File: src/rtl/instr_line_buffer.sv
// Single-line instruction buffer: one 256-bit line filled in four 64-bit memory beats.
// Optional hit/miss statistics counters are enabled by defining IMEM_STATS_EN.
module instr_line_buffer (
    input  logic        clk,
    input  logic        rst,
    input  logic        imem_read_i,
    input  logic [31:0] imem_address_i,
    output logic [31:0] imem_rdata_o,
    output logic        imem_resp_o,
    input  logic        flush_i,
    output logic        pmem_read_o,
    output logic [31:0] pmem_address_o,
    input  logic [63:0] pmem_rdata_i,
    input  logic        pmem_resp_i
`ifdef IMEM_STATS_EN
    ,
    output logic [31:0] hit_count_o,
    output logic [31:0] miss_count_o
`endif
);

    localparam logic [1:0] IDLE = 2'd0;
    localparam logic [1:0] FILL = 2'd1;
    localparam logic [1:0] DONE = 2'd2;

    logic [1:0]   state;
    logic [255:0] line;
    logic [26:0]  tag;
    logic         valid;
    logic [1:0]   beat;
    logic [29:0]  addr_q;
    logic         flush_seen;
    logic         hit;
    logic         lookup_hit;
    logic         lookup_miss;

    // A flush in the lookup cycle forces a miss even though valid is still set.
    assign hit         = valid && !flush_i && (tag == imem_address_i[31:5]);
    assign lookup_hit  = (state == IDLE) && imem_read_i && hit;
    assign lookup_miss = (state == IDLE) && imem_read_i && !hit;

    always_ff @(posedge clk or posedge rst) begin
        if (rst) begin
            state      <= IDLE;
            valid      <= 1'b0;
            tag        <= 27'd0;
            beat       <= 2'd0;
            addr_q     <= 30'd0;
            flush_seen <= 1'b0;
        end else begin
            case (state)
                IDLE: begin
                    if (flush_i)
                        valid <= 1'b0;
                    if (imem_read_i) begin
                        addr_q <= imem_address_i[31:2];
                        if (hit) begin
                            state <= DONE;
                        end else begin
                            valid      <= 1'b0;
                            beat       <= 2'd0;
                            flush_seen <= 1'b0;
                            state      <= FILL;
                        end
                    end
                end
                FILL: begin
                    if (flush_i)
                        flush_seen <= 1'b1;
                    if (pmem_resp_i) begin
                        beat <= beat + 2'd1;
                        // A flush seen at any point of the fill installs the line as invalid.
                        if (beat == 2'd3) begin
                            tag   <= addr_q[29:3];
                            valid <= !(flush_seen || flush_i);
                            state <= DONE;
                        end
                    end
                end
                DONE: begin
                    if (flush_i)
                        valid <= 1'b0;
                    state <= IDLE;
                end
                default: state <= IDLE;
            endcase
        end
    end

    always_ff @(posedge clk) begin
        if (state == FILL && pmem_resp_i)
            line[{beat, 6'b0} +: 64] <= pmem_rdata_i;
    end

    assign imem_resp_o    = (state == DONE);
    assign imem_rdata_o   = (state == DONE) ? line[{addr_q[2:0], 5'b0} +: 32] : 32'd0;
    assign pmem_read_o    = (state == FILL);
    assign pmem_address_o = (state == FILL) ? {addr_q[29:3], 5'b0} : 32'd0;

`ifdef IMEM_STATS_EN
    always_ff @(posedge clk or posedge rst) begin
        if (rst) begin
            hit_count_o  <= 32'd0;
            miss_count_o <= 32'd0;
        end else begin
            if (lookup_hit && hit_count_o != 32'hFFFF_FFFF)
                hit_count_o <= hit_count_o + 32'd1;
            if (lookup_miss && miss_count_o != 32'hFFFF_FFFF)
                miss_count_o <= miss_count_o + 32'd1;
        end
    end
`else
    logic unused_lookup;
    assign unused_lookup = lookup_hit ^ lookup_miss;
`endif

endmodule

File: config.mk
export PLATFORM = sky130hd
export DESIGN_NAME = instr_line_buffer
export DESIGN_NICKNAME = d
export VERILOG_FILES = /design/src/rtl/instr_line_buffer.sv
export SDC_FILE = /design/constraint.sdc
export NUM_CORES = 1
export LEC_CHECK = 0
export BUFFER_PORTS_ARGS = -buffer_cell sky130_fd_sc_hd__buf_2
export CORE_MARGIN = 10
export CORE_UTILIZATION = 45
export DETAILED_ROUTE_END_ITERATION = 10
export PLACE_DENSITY = 0.7
export SKIP_CTS_REPAIR_TIMING = 1
export SLEW_MARGIN = 0
export SYNTH_ARGS = -nofsm -noshare
export SYNTH_HDL_FRONTEND = slang
export SYNTH_SLANG_ARGS = --single-unit
File: constraint.sdc
create_clock -name clk -period 7 [get_ports clk]
set_input_delay 0 -clock clk [delete_from_list [all_inputs] [get_ports clk]]
set_output_delay 0 -clock clk [all_outputs]
set_load 0.01 [all_outputs]
==> flow_summary.toml, run 1 <==
[timing]
slew_viol_final = 0
tightest_slew_ps = 1030
maxSlewHeadroom_pct = 31.1
period_minus_slack_ps = 3100
whs_ps = 289
clock_skew_ps = 26.9
fin_tns_setup_ps = 0
post-route-period-util_pct = 44.3
timing.fmax_ghz = 0.322
rsz0062_at_grt = "false"
worst_slack_ps = 3900
hold_viol_final = 0
setup_violations = 0

[clocking]
numCtsBuffers = 37
clk_pin_slew_ps = 60
cts_root_buf = "clkbuf_16"
clk_latency_ps = 520
clock-sinks = 319
cts_tree = "yes"
htreeDepth = 2
cts.path.max_buffers = 3

[critical_path]
path_cells = "buf_4 > mux4_2 > mux2i_1 > nor2b_1 > buf_2"
crit_path_start_kind = "flip-flop"
critical_path_peak_fanout = 41
critPathRequiredTime_ps = 7000
crit_path_end_kind = "output pin"
r2r_slack_ps = 4350
cpPeakStageDelay_ps = 780
cp.arrival_ps = 3100
r2r_cells = 5
critical_path_class = "reg -> out"
r2r_start = "beat[0]$_DFFE_PP0P_"
slowest_stage = "buf_4"
rr_endpoint = "line[156]$_DFFE_PP_"

[global_route]
grt_pass1_vias = 8622
grt_max_degree = 65
antenna_found_initial = 1
grt_pass1_wl_um = 49400
grt_overflow_total = 0
grtUsageTotal_pct = 15.6

[route]
avgViaCountPerCell = 5.06
drc = 0
ant_nets = 0
drt-pass1-iter-count = 4
drt_iter0_markers = 432
avgRoutedWirePerCell_um = 19.7
routed_wl_um = 32700
vias = 8384

[synth]
synth_flop_cell = "edfxtp_1"
synth_area_um2 = 14600
synth_top_cell_area_share_pct = 52.6
synth_edf_count = 256
synth.distinct_cells = 35
avgSynthCellArea_um2 = 15.5
synth_top_cell_by_area = "edfxtp_1"
syn_inst = 942
synth_async_sr_flop_share_pct = 19.7
netlist_top_cells_area = "edfxtp_1, and2_1, dfrtp_1"
ys_warn_count = 0
yosys_register_bits = 319
yosysSeqAreaShare_pct = 63.4

[worst_hold_path]
hp-class = "in -> reg"
min-delay-start = "imem_address_i[13]"
min_to = "addr_q[11]$_DFFE_PP0P_"
whs_path_depth = 3

[die]
core_um2 = 31800
die_h_um = 200
fp.dieArea_um2 = 40100
pin_count = 167
die_x_um = 200
row_count = 65
start_util_pct = 46.0

[run_status]
status = "completed"

[cells_and_area]
fin_area_um2 = 18100
syn_to_final_growth_pct = 23.8
drive_gt1_share_pct = 29.9
nNetsFinal = 1305

[power_and_ir_drop]
p_leak_nw = 7.16
pwr-share-clk_pct = 30.9
power.switching_mw = 1.85
comb_power_share_pct = 28.7
sequentialPowerShare_pct = 40.4
ir_worst_vdd_mv = 0.208
p_per_area_nw_per_um2 = 351
power_mw = 6.35
swShare_pct = 29.1
p_int_mw = 4.50

[placement]
placed_cell_area_um2 = 15900
hpwl_um = 19000
portBuffers = 159
pre_cts_ws_ps = 4330
gp_congestion = 0.754

[flow_run]
maxCapViolations = 0
[registers in the layout, summed over array words and instances, names as in the netlist]
| register | cells |
|---|---|
| valid | 1 |
| line | 256 |
| addr_q | 30 |
| tag | 27 |
| beat | 2 |
| state | 2 |
| flush_seen | 1 |
[how the worst max path moves through the flow]
| stage | from | slack (ps) | to |
|---|---|---|---|
| floorplan | state[1]$_DFFE_PP0P_ | 3920 | line[100]$_DFFE_PP_ |
| global placement | addr_q[0]$_DFFE_PP0P_ | 4350 | imem_rdata_o[27] |
| detailed placement | beat[0]$_DFFE_PP0P_ | 4330 | line[145]$_DFFE_PP_ |
| CTS | addr_q[0]$_DFFE_PP0P_ | 3780 | imem_rdata_o[18] |
| global route | addr_q[0]$_DFFE_PP0P_ | 3620 | imem_rdata_o[18] |
| finish | addr_q[0]$_DFFE_PP0P_ | 3900 | imem_rdata_o[18] |
[final cells by class]
class / instances / area [um^2]
fillers: 2485 / 13700
flip-flops and latches: 319 / 9270
multi-input cells: 559 / 5140
repair buffers: 269 / 1870
clock buffers: 50 / 1050
well taps: 435 / 544
clock inverters: 16 / 205
inverters: 8 / 30.0
diodes: 1 / 2.50
[stage by stage]
step / utilization, % / cells
final: 56.9 / 1657
after global routing: 56.9 / 1657
after CTS: 53.8 / 1557
after detailed placement: 49.9 / 1491
after global placement: 49.9 / 1491
after floorplan: - / 946
[power groups by stage]
stage | Combinational, mW | Clock, mW | Sequential [mW]
final | 1.82 | 1.96 | 2.57
after floorplan | 1.38 | 0 | 2.48
after detailed placement | 1.81 | 0 | 2.62
after global placement | 1.78 | 0 | 2.60
after CTS | 1.81 | 2.00 | 2.58
after global routing | 2.00 | 2.07 | 2.61
[cell usage after synthesis, types with 3 or more instances]
master	count
ha_1	10
mux2_2	57
inv_1	8
nand2_1	8
mux4_2	64
nor2_1	5
buf_4	5
buf_2	8
a21oi_1	3
buf_1	6
edfxtp_1	256
mux2i_1	32
xnor2_1	3
and2_1	283
and3_1	4
nor3b_2	3
nor4_2	4
nand3_1	3
dfrtp_1	63
nor2b_1	33
clkbuf_1	41
xor2_1	24
[routing by layer]
layer	track usage [%]	part of all wire, %	vias to the layer above
met3	3.56	4.2	49
met5	0	0	-
met1	19.9	44	4258
li1	-	-	3901
met4	4.22	2.0	0
met2	26.3	49	176
[placed cells by master, fill, tap and decap left out, types with 9 or more instances in the layout]
cell type / count
and2_1: 283
buf_2: 159
buf_4: 11
clkbuf_16: 39
dfrtp_1: 60
dlygate4sd3_1: 99
edfxtp_1: 256
ha_1: 9
mux2_2: 57
mux2i_1: 32
mux4_2: 64
nor2b_1: 33
xor2_1: 24
[worst max-delay path: cells and delay by family, from the launching register on]
kind	cells	cell delay, ps
buf+inv	2	930
flops	1	760
mux	2	780
simple gates	1	110
[kinds of logic (layout without fill, tap and decap cells)]
family / count (synthesis) / count (layout) / share of synthesized area [%]
AOI/OAI and AO/OA: 13 / 13 / 0.710
xor gates and xnor gates: 27 / 27 / 1.62
adders and majority gates: 10 / 10 / 0.856
buffers and inverters: 68 / 343 / 1.94
DFF: 319 / 319 / 63.4
muxes: 153 / 153 / 16.4
other: 1 / 6 / 0.0256
and+or+nand+nor: 351 / 351 / 15.1
Note: power is estimated with default switching activity, not from simulation.
==> inputs of run 2 (changes only) <==
- clock period: 7 -> 3.25 ns (I/O delays scaled with it)
==> flow_summary.toml, run 2 (synthesized netlist as in run 1, its figures left out) <==
[run_status]
status = "completed"

[die]
die_h_um = 200
core_um2 = 31800
fp.dieArea_um2 = 40100
start_util_pct = 46.0
row_count = 65
die_x_um = 200
pin_count = 167

[clocking]
numCtsBuffers = 37
htreeDepth = 2
clk_pin_slew_ps = 50
cts_tree = "yes"
clock-sinks = 319
cts_root_buf = "clkbuf_16"
clk_latency_ps = 510
cts.path.max_buffers = 3

[route]
routed_wl_um = 32500
drc = 0
drt-pass1-iter-count = 5
vias = 8416
ant_nets = 0
avgRoutedWirePerCell_um = 19.4
drt_iter0_markers = 434
avgViaCountPerCell = 5.04

[global_route]
antenna_found_initial = 3
grt_max_degree = 55
grtUsageTotal_pct = 15.7
grt_pass1_wl_um = 49700
grt_pass1_vias = 8596
grt_overflow_total = 0

[cells_and_area]
mostFrequentLayoutCells = "and2_1, edfxtp_1, buf_2"
seq_area_um2 = 9270
nNetsFinal = 1320
drive_gt1_share_pct = 30.3
fin_area_um2 = 18200
multiInputGateArea_um2 = 5140
n_fill_cell = 2489
layout_commonest_cell = "and2_1"
regMostFlops = "line"
reg_top3 = "line x256, addr_q x30, tag x27"
largest_reg_flops = 256
instances_no_fill = 1670
syn_to_final_growth_pct = 24.5

[placement]
pre_cts_ws_ps = 884
placed_cell_area_um2 = 16000
hpwl_um = 20200
dp_cells = 1506
gp_congestion = 0.735
portBuffers = 159

[worst_hold_path]
hp-class = "in -> async"

[flow_run]
maxCapViolations = 0

[timing]
period_minus_slack_ps = 2630
post-route-period-util_pct = 81.1
clock_skew_ps = 11.7
hold_viol_final = 0
timing.fmax_ghz = 0.380
slew_viol_final = 0
whs_ps = 223
worst_slack_ps = 616
rsz0062_at_grt = "false"
maxSlewHeadroom_pct = 41.1
tightest_slew_ps = 884
setup_violations = 0
fin_tns_setup_ps = 0

[power_and_ir_drop]
p_per_area_nw_per_um2 = 748
ir_worst_vdd_mv = 0.527
p_leak_nw = 7.22

[critical_path]
critical_path_peak_fanout = 22
crit_path_start_kind = "flip-flop"
critPathRequiredTime_ps = 3250
cp.arrival_ps = 2630
crit_path_end_kind = "output pin"
critical_path_class = "reg -> out"
-- run 2: cell types whose count changed in the layout (fill, tap and decap cells not counted), moves of 3 or more --
cell      change
buf_12        +6
buf_4         +9
clkbuf_1      -3
clkinv_1      +6
-- run 2: where the power goes --
part,switching (mW),internal (mW)
logic,1.94,2.12
registers,0.469,5.09
clock network,1.57,2.42
total,3.99,9.63
-- run 2: worst paths after layout --
check	start	end	slack, ps	cells past startpoint
setup / recovery	addr_q[0]$_DFFE_PP0P_	imem_rdata_o[19]	620	5
hold / removal	rst	addr_q[16]$_DFFE_PP0P_	220	3
setup reg to reg	beat[0]$_DFFE_PP0P_	line[121]$_DFFE_PP_	890	5
hold reg to reg	flush_seen$_DFFE_PP0P_	flush_seen$_DFFE_PP0P_	510	2
max in group asynchronous	rst	addr_q[14]$_DFFE_PP0P_	2300	4
min in group clk	imem_address_i[2]	addr_q[0]$_DFFE_PP0P_	280	3
-- run 2: per-layer routing --
layer / routed length [um] / vias up / track usage (%)
li1: - / 3938 / -
met1: 14300 / 4240 / 20.7
met2: 16200 / 194 / 25.8
met3: 1460 / 42 / 3.56
met4: 530 / 2 / 3.87
met5: 13 / - / 0
-- run 2: layout make-up --
cell class	count	share of cell area [%]
tap	435	2.99
sequential	319	50.9
clock inverter	20	1.10
inverter	8	0.165
clock buffer	43	5.27
antenna	2	0.0275
timing repair buffer	284	11.3
multi-input combinational	559	28.2
-- run 2: critical path, stage by stage, from the launching register on --
cell	delay, ps
dfrtp_4	750
buf_12	290
mux4_2	520
mux2i_1	270
nor2b_1	100
buf_2	150
-- run 2: stage by stage --
step	utilization [%]	total power [mW]
3_3_place_gp	50.5	9.61
3_5_place_dp	50.5	9.69
5_1_grt	57.2	14.4
4_1_cts	54.1	13.7
2_1_floorplan	-	8.32
6_report	57.2	13.6
==> inputs of run 3 (changes only) <==
- clock period: 3.25 -> 2.7 ns (I/O delays scaled with it)
==> flow_summary.toml, run 3 (synthesized netlist as in run 1, its figures left out) <==
[global_route]
grt_pass1_vias = 8545
antenna_found_initial = 3
grt_overflow_total = 0
grt_pass1_wl_um = 49800
grtUsageTotal_pct = 15.8
grt_max_degree = 45

[cells_and_area]
regMostFlops = "line"
instances_no_fill = 1678
layout_commonest_cell = "and2_1"
utilization_pct = 57.0
drive_gt1_share_pct = 30.4
mostFrequentLayoutCells = "and2_1, edfxtp_1, buf_2"
largest_reg_flops = 256
n_fill_cell = 2502
nNetsFinal = 1327
syn_to_final_growth_pct = 24.0
reg_top3 = "line x256, addr_q x30, tag x27"

[die]
die_x_um = 200
die_h_um = 200
start_util_pct = 46.0
row_count = 65
core_um2 = 31800
fp.dieArea_um2 = 40100
pin_count = 167

[critical_path]
crit_path_start_kind = "flip-flop"
critical_path_class = "reg -> out"
cp.arrival_ps = 2440
crit_path_end_kind = "output pin"
critical_path_peak_fanout = 17
critPathRequiredTime_ps = 2700

[timing]
setup_violations = 0
post-route-period-util_pct = 90.3
rsz0062_at_grt = "false"
timing.fmax_ghz = 0.410
fin_tns_setup_ps = 0
clock_skew_ps = 25.1
slew_viol_final = 0
hold_viol_final = 0
tightest_slew_ps = 555
maxSlewHeadroom_pct = 62.9
period_minus_slack_ps = 2440

[clocking]
clk_latency_ps = 510
cts_root_buf = "clkbuf_16"
cts_tree = "yes"
clk_pin_slew_ps = 60
cts.path.max_buffers = 3
clock-sinks = 319
htreeDepth = 2
numCtsBuffers = 35

[route]
avgViaCountPerCell = 4.97
avgRoutedWirePerCell_um = 19.6
drt_iter0_markers = 460
drc = 0
vias = 8338
drt-pass1-iter-count = 4
ant_nets = 0
routed_wl_um = 33000

[power_and_ir_drop]
ir_worst_vdd_mv = 0.596
p_leak_nw = 7.22
p_per_area_nw_per_um2 = 880

[run_status]
status = "completed"

[flow_run]
maxCapViolations = 0

[placement]
portBuffers = 159
hpwl_um = 20600
dp_cells = 1515
gp_congestion = 0.782

[worst_hold_path]
hp-class = "in -> async"
## run 3: cell types whose count changed in the layout (fill, tap and decap cells not counted), moves of 2 or more
cell and change:
and3_2 +4, and3_4 -4, buf_4 +10, bufinv_16 -4
clkbuf_1 +5, clkinv_1 -2
## run 3: path summary, 6_finish.rpt
| path | depth (start not counted) | endpoint | startpoint | slack (ps) |
|---|---|---|---|---|
| max | 5 | imem_rdata_o[23] | addr_q[0]$_DFFE_PP0P_ | 260 |
| min | 3 | addr_q[23]$_DFFE_PP0P_ | rst | 110 |
| max reg2reg | 7 | state[1]$_DFFE_PP0P_ | tag[20]$_DFFE_PP0P_ | 310 |
| min reg2reg | 2 | flush_seen$_DFFE_PP0P_ | flush_seen$_DFFE_PP0P_ | 490 |
| max in group asynchronous | 4 | tag[4]$_DFFE_PP0P_ | rst | 1890 |
| min in group clk | 3 | addr_q[0]$_DFFE_PP0P_ | imem_address_i[2] | 270 |
## run 3: report_power, final
part           switching (mW)  leakage, nW  internal [mW]  total (mW)
Clock                    1.85        0.512           2.54        4.39
Combinational            2.38         3.47           2.57        4.95
Sequential              0.489         3.24           6.13        6.62
Total                    4.73         7.22           11.2        16.0
## run 3: metrics by stage
step	area, um^2	power, mW	hold slack (ps)	setup slack, ps
2_1_floorplan	14600	10.0	108	320
3_3_place_gp	16100	11.5	84.3	653
3_5_place_dp	16100	11.7	92.0	618
4_1_cts	17100	16.1	-448	190
5_1_grt	18100	16.8	146	48.8
6_report	18100	16.0	106	263
## run 3: metal layers
layer	wire (um)	up-vias	track usage (%)
met1	14100	4159	20.3
met2	16700	184	26.9
met5	0	-	0
met3	1590	40	3.43
li1	-	3955	-
met4	548	0	3.52
## run 3: critical path, stage by stage (launching register included)
cell and delay [ps]:
dfrtp_4 650, buf_4 340, mux4_2 530, mux2i_1 160
nor2b_1 90, buf_2 150
## run 3: area by class of cell
class,count,area (um^2),area share [%]
repair buffers,293,2110,11.6
diodes,3,7.51,0.0414
flip-flops and latches,319,9270,51.1
inverters,8,30.0,0.166
well taps,435,544,3.00
multi-input cells,559,5120,28.2
clock inverters,13,75.1,0.414
clock buffers,48,977,5.39
